$ cat src/rtl/ghost_pkg.sv
// Shared encodings for the ghost tracker: directions, wall-bit layout and
// the tracker FSM state type.
package ghost_pkg;

  localparam logic [2:0] DIR_NONE  = 3'b000;
  localparam logic [2:0] DIR_UP    = 3'b100;
  localparam logic [2:0] DIR_RIGHT = 3'b101;
  localparam logic [2:0] DIR_DOWN  = 3'b110;
  localparam logic [2:0] DIR_LEFT  = 3'b111;

  localparam logic [1:0] WALL_UP    = 2'd0;
  localparam logic [1:0] WALL_RIGHT = 2'd1;
  localparam logic [1:0] WALL_DOWN  = 2'd2;
  localparam logic [1:0] WALL_LEFT  = 2'd3;

  localparam int TILE_SHIFT = 4;

  // Scan states are encoded so that state[1:0] is the wall bit being scanned.
  typedef enum logic [2:0] {
    SCAN_UP    = 3'd0,
    SCAN_RIGHT = 3'd1,
    SCAN_DOWN  = 3'd2,
    SCAN_LEFT  = 3'd3,
    COMMIT     = 3'd4,
    IDLE       = 3'd5
  } tracker_state_e;

  function automatic tracker_state_e next_scan(input tracker_state_e s);
    case (s)
      SCAN_UP:    next_scan = SCAN_RIGHT;
      SCAN_RIGHT: next_scan = SCAN_DOWN;
      SCAN_DOWN:  next_scan = SCAN_LEFT;
      default:    next_scan = COMMIT;
    endcase
  endfunction

endpackage

$ cat src/rtl/maze_neighbour_addr.sv
// Neighbour tile address for one of the four directions. Columns wrap
// around the maze width; rows do not and report out-of-bounds instead.
module maze_neighbour_addr
  import ghost_pkg::*;
(
  input  logic [5:0] tile_x,
  input  logic [5:0] tile_y,
  input  logic [1:0] nb_idx,
  input  logic [5:0] tiles_x,
  input  logic [5:0] tiles_y,
  output logic [5:0] nb_x,
  output logic [5:0] nb_y,
  output logic       oob
);

  always_comb begin
    nb_x = tile_x;
    nb_y = tile_y;
    oob  = 1'b0;
    case (nb_idx)
      WALL_UP: begin
        oob  = (tile_y == 6'd0);
        nb_y = tile_y - 6'd1;
      end
      WALL_RIGHT: nb_x = (tile_x == tiles_x - 6'd1) ? 6'd0 : tile_x + 6'd1;
      WALL_DOWN: begin
        oob  = (tile_y == tiles_y - 6'd1);
        nb_y = tile_y + 6'd1;
      end
      default: nb_x = (tile_x == 6'd0) ? tiles_x - 6'd1 : tile_x - 6'd1;
    endcase
  end

endmodule

$ cat src/rtl/ghost_position_tracker.sv
// Integrates ghost pixel position on move ticks and rescans the four
// neighbouring walls through the maze map each time the ghost lands on a tile.
module ghost_position_tracker
  import ghost_pkg::*;
#(
  parameter logic [9:0] START_X      = 10'd224,
  parameter logic [9:0] START_Y      = 10'd256,
  parameter int         MAZE_TILES_X = 28,
  parameter int         MAZE_TILES_Y = 31
) (
  input  logic           Clk,
  input  logic           Reset,
  input  logic           move_tick,
  input  logic [2:0]     direction,
  output logic [9:0]     pos_x,
  output logic [9:0]     pos_y,
  output logic [3:0]     adjacent_walls,
  output logic           walls_valid,
  output logic           map_req,
  output logic [5:0]     map_tile_x,
  output logic [5:0]     map_tile_y,
  input  logic           map_ack,
  input  logic           map_wall,
  output tracker_state_e dbg_state
);

  localparam logic [9:0] MAX_X   = 10'(MAZE_TILES_X * 16 - 1);
  localparam logic [9:0] MAX_Y   = 10'(MAZE_TILES_Y * 16 - 1);
  localparam logic [5:0] TILES_X = 6'(MAZE_TILES_X);
  localparam logic [5:0] TILES_Y = 6'(MAZE_TILES_Y);

  tracker_state_e state_q, state_d;
  logic [9:0] pos_x_q, pos_x_d, pos_y_q, pos_y_d;
  logic [3:0] walls_q, walls_d, shadow_q, shadow_d;
  logic       walls_valid_q, walls_valid_d;
  logic       map_req_q, map_req_d;
  logic [5:0] tile_x_q, tile_x_d, tile_y_q, tile_y_d;
  logic       pend_q, pend_d;
  logic [9:0] step_x, step_y;
  logic [5:0] nb_x, nb_y;
  logic       nb_oob;

  maze_neighbour_addr u_nb (
    .tile_x  (pos_x_q[9:TILE_SHIFT]),
    .tile_y  (pos_y_q[9:TILE_SHIFT]),
    .nb_idx  (state_q[1:0]),
    .tiles_x (TILES_X),
    .tiles_y (TILES_Y),
    .nb_x    (nb_x),
    .nb_y    (nb_y),
    .oob     (nb_oob)
  );

  always_comb begin
    state_d       = state_q;
    pos_x_d       = pos_x_q;
    pos_y_d       = pos_y_q;
    walls_d       = walls_q;
    shadow_d      = shadow_q;
    walls_valid_d = walls_valid_q;
    map_req_d     = map_req_q;
    tile_x_d      = tile_x_q;
    tile_y_d      = tile_y_q;
    pend_d        = pend_q;
    step_x        = pos_x_q;
    step_y        = pos_y_q;
    case (state_q)
      SCAN_UP, SCAN_RIGHT, SCAN_DOWN, SCAN_LEFT: begin
        if (move_tick) pend_d = 1'b1;
        // A fresh request is raised one cycle after entering each scan state.
        if (!map_req_q) begin
          if (nb_oob) begin
            shadow_d[state_q[1:0]] = 1'b1;
            state_d = next_scan(state_q);
          end else begin
            map_req_d = 1'b1;
            tile_x_d  = nb_x;
            tile_y_d  = nb_y;
          end
        end else if (map_ack) begin
          shadow_d[state_q[1:0]] = map_wall;
          map_req_d = 1'b0;
          state_d   = next_scan(state_q);
        end
      end
      COMMIT: begin
        if (move_tick) pend_d = 1'b1;
        walls_d       = shadow_q;
        walls_valid_d = 1'b1;
        map_req_d     = 1'b0;
        state_d       = IDLE;
      end
      IDLE: begin
        pend_d = 1'b0;
        if ((move_tick || pend_q) && direction[2]) begin
          case (direction)
            DIR_UP:    step_y = (pos_y_q == 10'd0) ? 10'd0 : pos_y_q - 10'd1;
            DIR_DOWN:  step_y = (pos_y_q == MAX_Y) ? MAX_Y : pos_y_q + 10'd1;
            DIR_RIGHT: step_x = (pos_x_q == MAX_X) ? 10'd0 : pos_x_q + 10'd1;
            default:   step_x = (pos_x_q == 10'd0) ? MAX_X : pos_x_q - 10'd1;
          endcase
          pos_x_d = step_x;
          pos_y_d = step_y;
          if (step_x[3:0] == 4'd0 && step_y[3:0] == 4'd0) begin
            state_d       = SCAN_UP;
            walls_valid_d = 1'b0;
            walls_d       = 4'b1111;
          end
        end
      end
      default: state_d = SCAN_UP;
    endcase
  end

  always_ff @(posedge Clk) begin
    if (Reset) begin
      state_q       <= SCAN_UP;
      pos_x_q       <= START_X;
      pos_y_q       <= START_Y;
      walls_q       <= 4'b1111;
      shadow_q      <= 4'b1111;
      walls_valid_q <= 1'b0;
      map_req_q     <= 1'b0;
      tile_x_q      <= 6'd0;
      tile_y_q      <= 6'd0;
      pend_q        <= 1'b0;
    end else begin
      state_q       <= state_d;
      pos_x_q       <= pos_x_d;
      pos_y_q       <= pos_y_d;
      walls_q       <= walls_d;
      shadow_q      <= shadow_d;
      walls_valid_q <= walls_valid_d;
      map_req_q     <= map_req_d;
      tile_x_q      <= tile_x_d;
      tile_y_q      <= tile_y_d;
      pend_q        <= pend_d;
    end
  end

  assign pos_x          = pos_x_q;
  assign pos_y          = pos_y_q;
  assign adjacent_walls = walls_q;
  assign walls_valid    = walls_valid_q;
  assign map_req        = map_req_q;
  assign map_tile_x     = tile_x_q;
  assign map_tile_y     = tile_y_q;
  assign dbg_state      = state_q;

endmodule

$ cat config.mk
export PLATFORM = sky130hd
export DESIGN_NAME = ghost_position_tracker
export DESIGN_NICKNAME = d
export VERILOG_FILES = /design/src/rtl/ghost_pkg.sv /design/src/rtl/maze_neighbour_addr.sv /design/src/rtl/ghost_position_tracker.sv
export SDC_FILE = /design/constraint.sdc
export NUM_CORES = 1
export LEC_CHECK = 0
export ABC_AREA = 0
export BUFFER_PORTS_ARGS = -buffer_cell sky130_fd_sc_hd__buf_4
export CORE_MARGIN = 5
export CORE_UTILIZATION = 58
export CTS_CLUSTER_SIZE = 20
export DETAILED_ROUTE_END_ITERATION = 10
export HOLD_SLACK_MARGIN = 0.15
export PLACE_DENSITY = 0.86
export SYNTH_ARGS = -nofsm -noshare
export SYNTH_HDL_FRONTEND = slang
export SYNTH_SLANG_ARGS = --single-unit
$ cat constraint.sdc
create_clock -name Clk -period 2.41 [get_ports Clk]
set_clock_uncertainty 0.05 [all_clocks]
set_input_delay 0.1205 -clock Clk [delete_from_list [all_inputs] [get_ports Clk]]
set_output_delay 0.1205 -clock Clk [all_outputs]
set_load 0.02 [all_outputs]
==> impl_metrics.ini <==
[status]
outcome = complete, no violations

[worst_setup_path]
worstPathCellList = inv_2 -> ha_1 -> nand2b_1 -> nor3_1 -> or3_1 -> a211oi_4 -> nand3_4 -> o221a_2
reg2reg_slack_ns = 0.09
rr_worst_depth = 8
worst_path_largest_cell_delay_ns = 0.43
crit_path_end = walls_valid$_SDFFE_PP0P_
critPathTopFamily = simple AND/OR/NAND/NOR gates
startpoint_type = flip-flop
crit_path_max_fanout = 5
cpMaxStageDelayCell = sky130_fd_sc_hd__dfxtp_1
path_class = reg -> reg
crit_arrival_ns = 2.47
required_ns = 2.56
critical_path_buf_inv_count = 1
critical_path.reg2reg.startpoint = pos_x[4]$_SDFFE_PP0P_
cp.depth = 8
end_kind = flip-flop
crit-reg2reg-capture = walls_valid$_SDFFE_PP0P_
crit_path_start = pos_x[4]$_SDFFE_PP0P_

[cells_and_area]
post-route-cell-area_mm2 = 0.00425
diodes_inserted = 0
drive_above_1_share_pct = 22.4
layoutNonFillerInstCount = 601
layout_area_growth_over_synthesis_pct = 19.5
most_frequent_cells_in_the_layout = 83 x sky130_fd_sc_hd__buf_4, 50 x sky130_fd_sc_hd__nand2_1, 49 x sky130_fd_sc_hd__nor2_1
finish.utilization_pct = 71.4
final_nets = 546
layout_commonest_cell = sky130_fd_sc_hd__buf_4

[global_route]
globalRouteTotalUtil_pct = 26.8
grt_max_degree = 36
top_usage_layer = met2
grt_antenna_before_repair = 0
use_met3_pct = 3.72
use_met1_pct = 34.9
met2_usage_grt_pct = 45.8
globalRoute.totalOverflow = 0
number_of_global_route_vias_before_repair = 3547
global_route_wire_length_before_repair_mm = 16.9

[logic_synthesis]
netlist.top_cell.by_area = sky130_fd_sc_hd__dfxtp_1
yosysSeqAreaShare_pct = 25.9
async_reset_ff_share_pct = 0
synth-edff-count = 0
yosys_most_used_dff = sky130_fd_sc_hd__dfxtp_1
post_synth.cell_area_avg_um2 = 7.59
post_synth_inst_count = 469
synth.ff_latch_count = 46
syn_nets = 490
mappedNetlistArea_mm2 = 0.00356
post_synth_main_area_contributors = sky130_fd_sc_hd__dfxtp_1 26%, sky130_fd_sc_hd__nand2_1 5.3%, sky130_fd_sc_hd__nor2_1 5.2%, sky130_fd_sc_hd__o21ai_0 4.4%, sky130_fd_sc_hd__a21oi_1 4.2%
yosys.cell_types.count = 77
ys_warn_count = 0
synth_top_area_share_pct = 25.9

[power]
power_leakage_nw = 1.61
power.density_mw_per_mm2 = 386
fin_total_pwr_mw = 1.64
max-vdd-ir-drop_uv = 354

[floorplan]
floorplan.die_area_mm2 = 0.00780
die_height_um = 88.3
die_width_um = 88.3
initial_core_util_pct = 59.8
core_area_mm2 = 0.00596
top_level_ports = 49
num_rows = 28

[drt]
post-route-drc-count = 0
wl_per_cell_um = 17.6
drt_wl_total_mm = 10.6
drt-vias-per-instance = 6.53
final_antenna_net_count = 0
first_iter_violations = 418
drt_pass1_iterations = 5
vias = 3925

[sta]
whs_ns = 0.174
final_cycle_share_pct = 96.4
setup_violations = 0
period_minus_slack_ns = 2.32
fmax_mhz = 430
worst_slew_margin_rel_pct = 57.9
timing_max_transition_violations_final = 0
setup_tns_ns = 0
worst_slew_pin_slew_ns = 0.625
slack_of_the_critical_path_ns = 0.0863
timing.final.hold_violations = 0

[cts]
cts.sinks = 46
clk-insertion-delay-late_ns = 0.31
post-cts-setup-buffer-count = 0
cts.root.buffer_cell = sky130_fd_sc_hd__clkbuf_8
clock_tree_from_tritoncts = built
cts-hold-fix-buffers = 0
htreeDepth = 2
numCtsBuffers = 5
clock_tree.buffer_depth = 2
clk_transition_reported_paths_ns = 0.10

[placed_design]
detailed_place.area_mm2 = 0.00408
detailed_place_hpwl_mm = 7.62
io_buffers = 48
dp_slack_ns = 0.00967
placedCellCount = 593
finalWeightedCongestion = 1.02

[job]
cap_violations = 0

[min_path]
timing.hold.worst.class = in -> reg
==> flip-flops by register name (all words and copies together), names as in the netlist, 3 cells and up <==
| name | count |
|---|---|
| dbg_state | 3 |
| pos_y | 10 |
| map_tile_x | 6 |
| adjacent_walls | 4 |
| pos_x | 10 |
| map_tile_y | 6 |
| shadow_q | 4 |
==> final cells by class <==
cell class / instances / area, µm²
flip-flops and latches: 46 / 925
clock inverters: 2 / 37.5
inverters: 14 / 52.6
well taps: 75 / 93.8
repair buffers: 83 / 623
fillers: 501 / 1700
multi-input cells: 375 / 2450
clock buffers: 6 / 72.6
==> worst min-delay path by stage <==
stage                          startpoint                          to  slack [ns]  depth (start not counted)
6_report                            Reset       pos_y[7]$_SDFFE_PP0P_        0.17                          2
5_1_grt                             Reset       pos_y[4]$_SDFFE_PP0P_        0.20                          2
4_1_cts                             Reset       pos_y[7]$_SDFFE_PP0P_        0.17                          2
3_5_place_dp   map_tile_x[1]$_SDFFE_PP0P_  map_tile_x[1]$_SDFFE_PP0P_        0.40                          2
3_3_place_gp   map_tile_x[1]$_SDFFE_PP0P_  map_tile_x[1]$_SDFFE_PP0P_        0.39                          2
2_1_floorplan                    map_wall    shadow_q[3]$_SDFFE_PP1P_        0.35                          3
==> routing by layer <==
metal | routed length (µm) | part of all wire [%] | vias to the layer above
met2 | 5150 | 49 | 189
met4 | 211 | 2.0 | 0
met5 | 0 | 0 | -
met1 | 4430 | 42 | 1853
li1 | - | - | 1854
met3 | 793 | 7.5 | 29
==> report_power, final <==
part	switching [mW]	internal, mW	total (mW)	leakage (nW)
registers	0.0175	0.782	0.800	0.376
clock network	0.286	0.310	0.596	0.0514
logic	0.149	0.0959	0.245	1.18
total	0.452	1.19	1.64	1.61
==> cells by family (layout without fill, tap and decap cells) <==
family	after synthesis	after routing	synth area share (%)
simple gates	193	193	27.7
buf+inv	48	105	6.92
xor+xnor	14	14	3.44
compound gates	144	144	28.1
flops	46	46	25.9
fa+ha+maj	13	13	4.78
mux	11	11	3.13
==> synth_stat cells (all sizes together) (11+ instances only) <==
master / instances
nor3: 21
o21ai: 32
buf: 18
ha: 12
clkbuf: 16
nand3: 12
dfxtp: 46
nor2: 49
nand2: 50
inv: 14
xnor2: 13
nand2b: 11
a21oi: 32
==> timing repair <==
item                       CTS  global route
gates resized for setup      0            14
setup endpoints to repair    3             8
pin swaps                    1             1
Note: power is estimated with default switching activity, not from simulation.
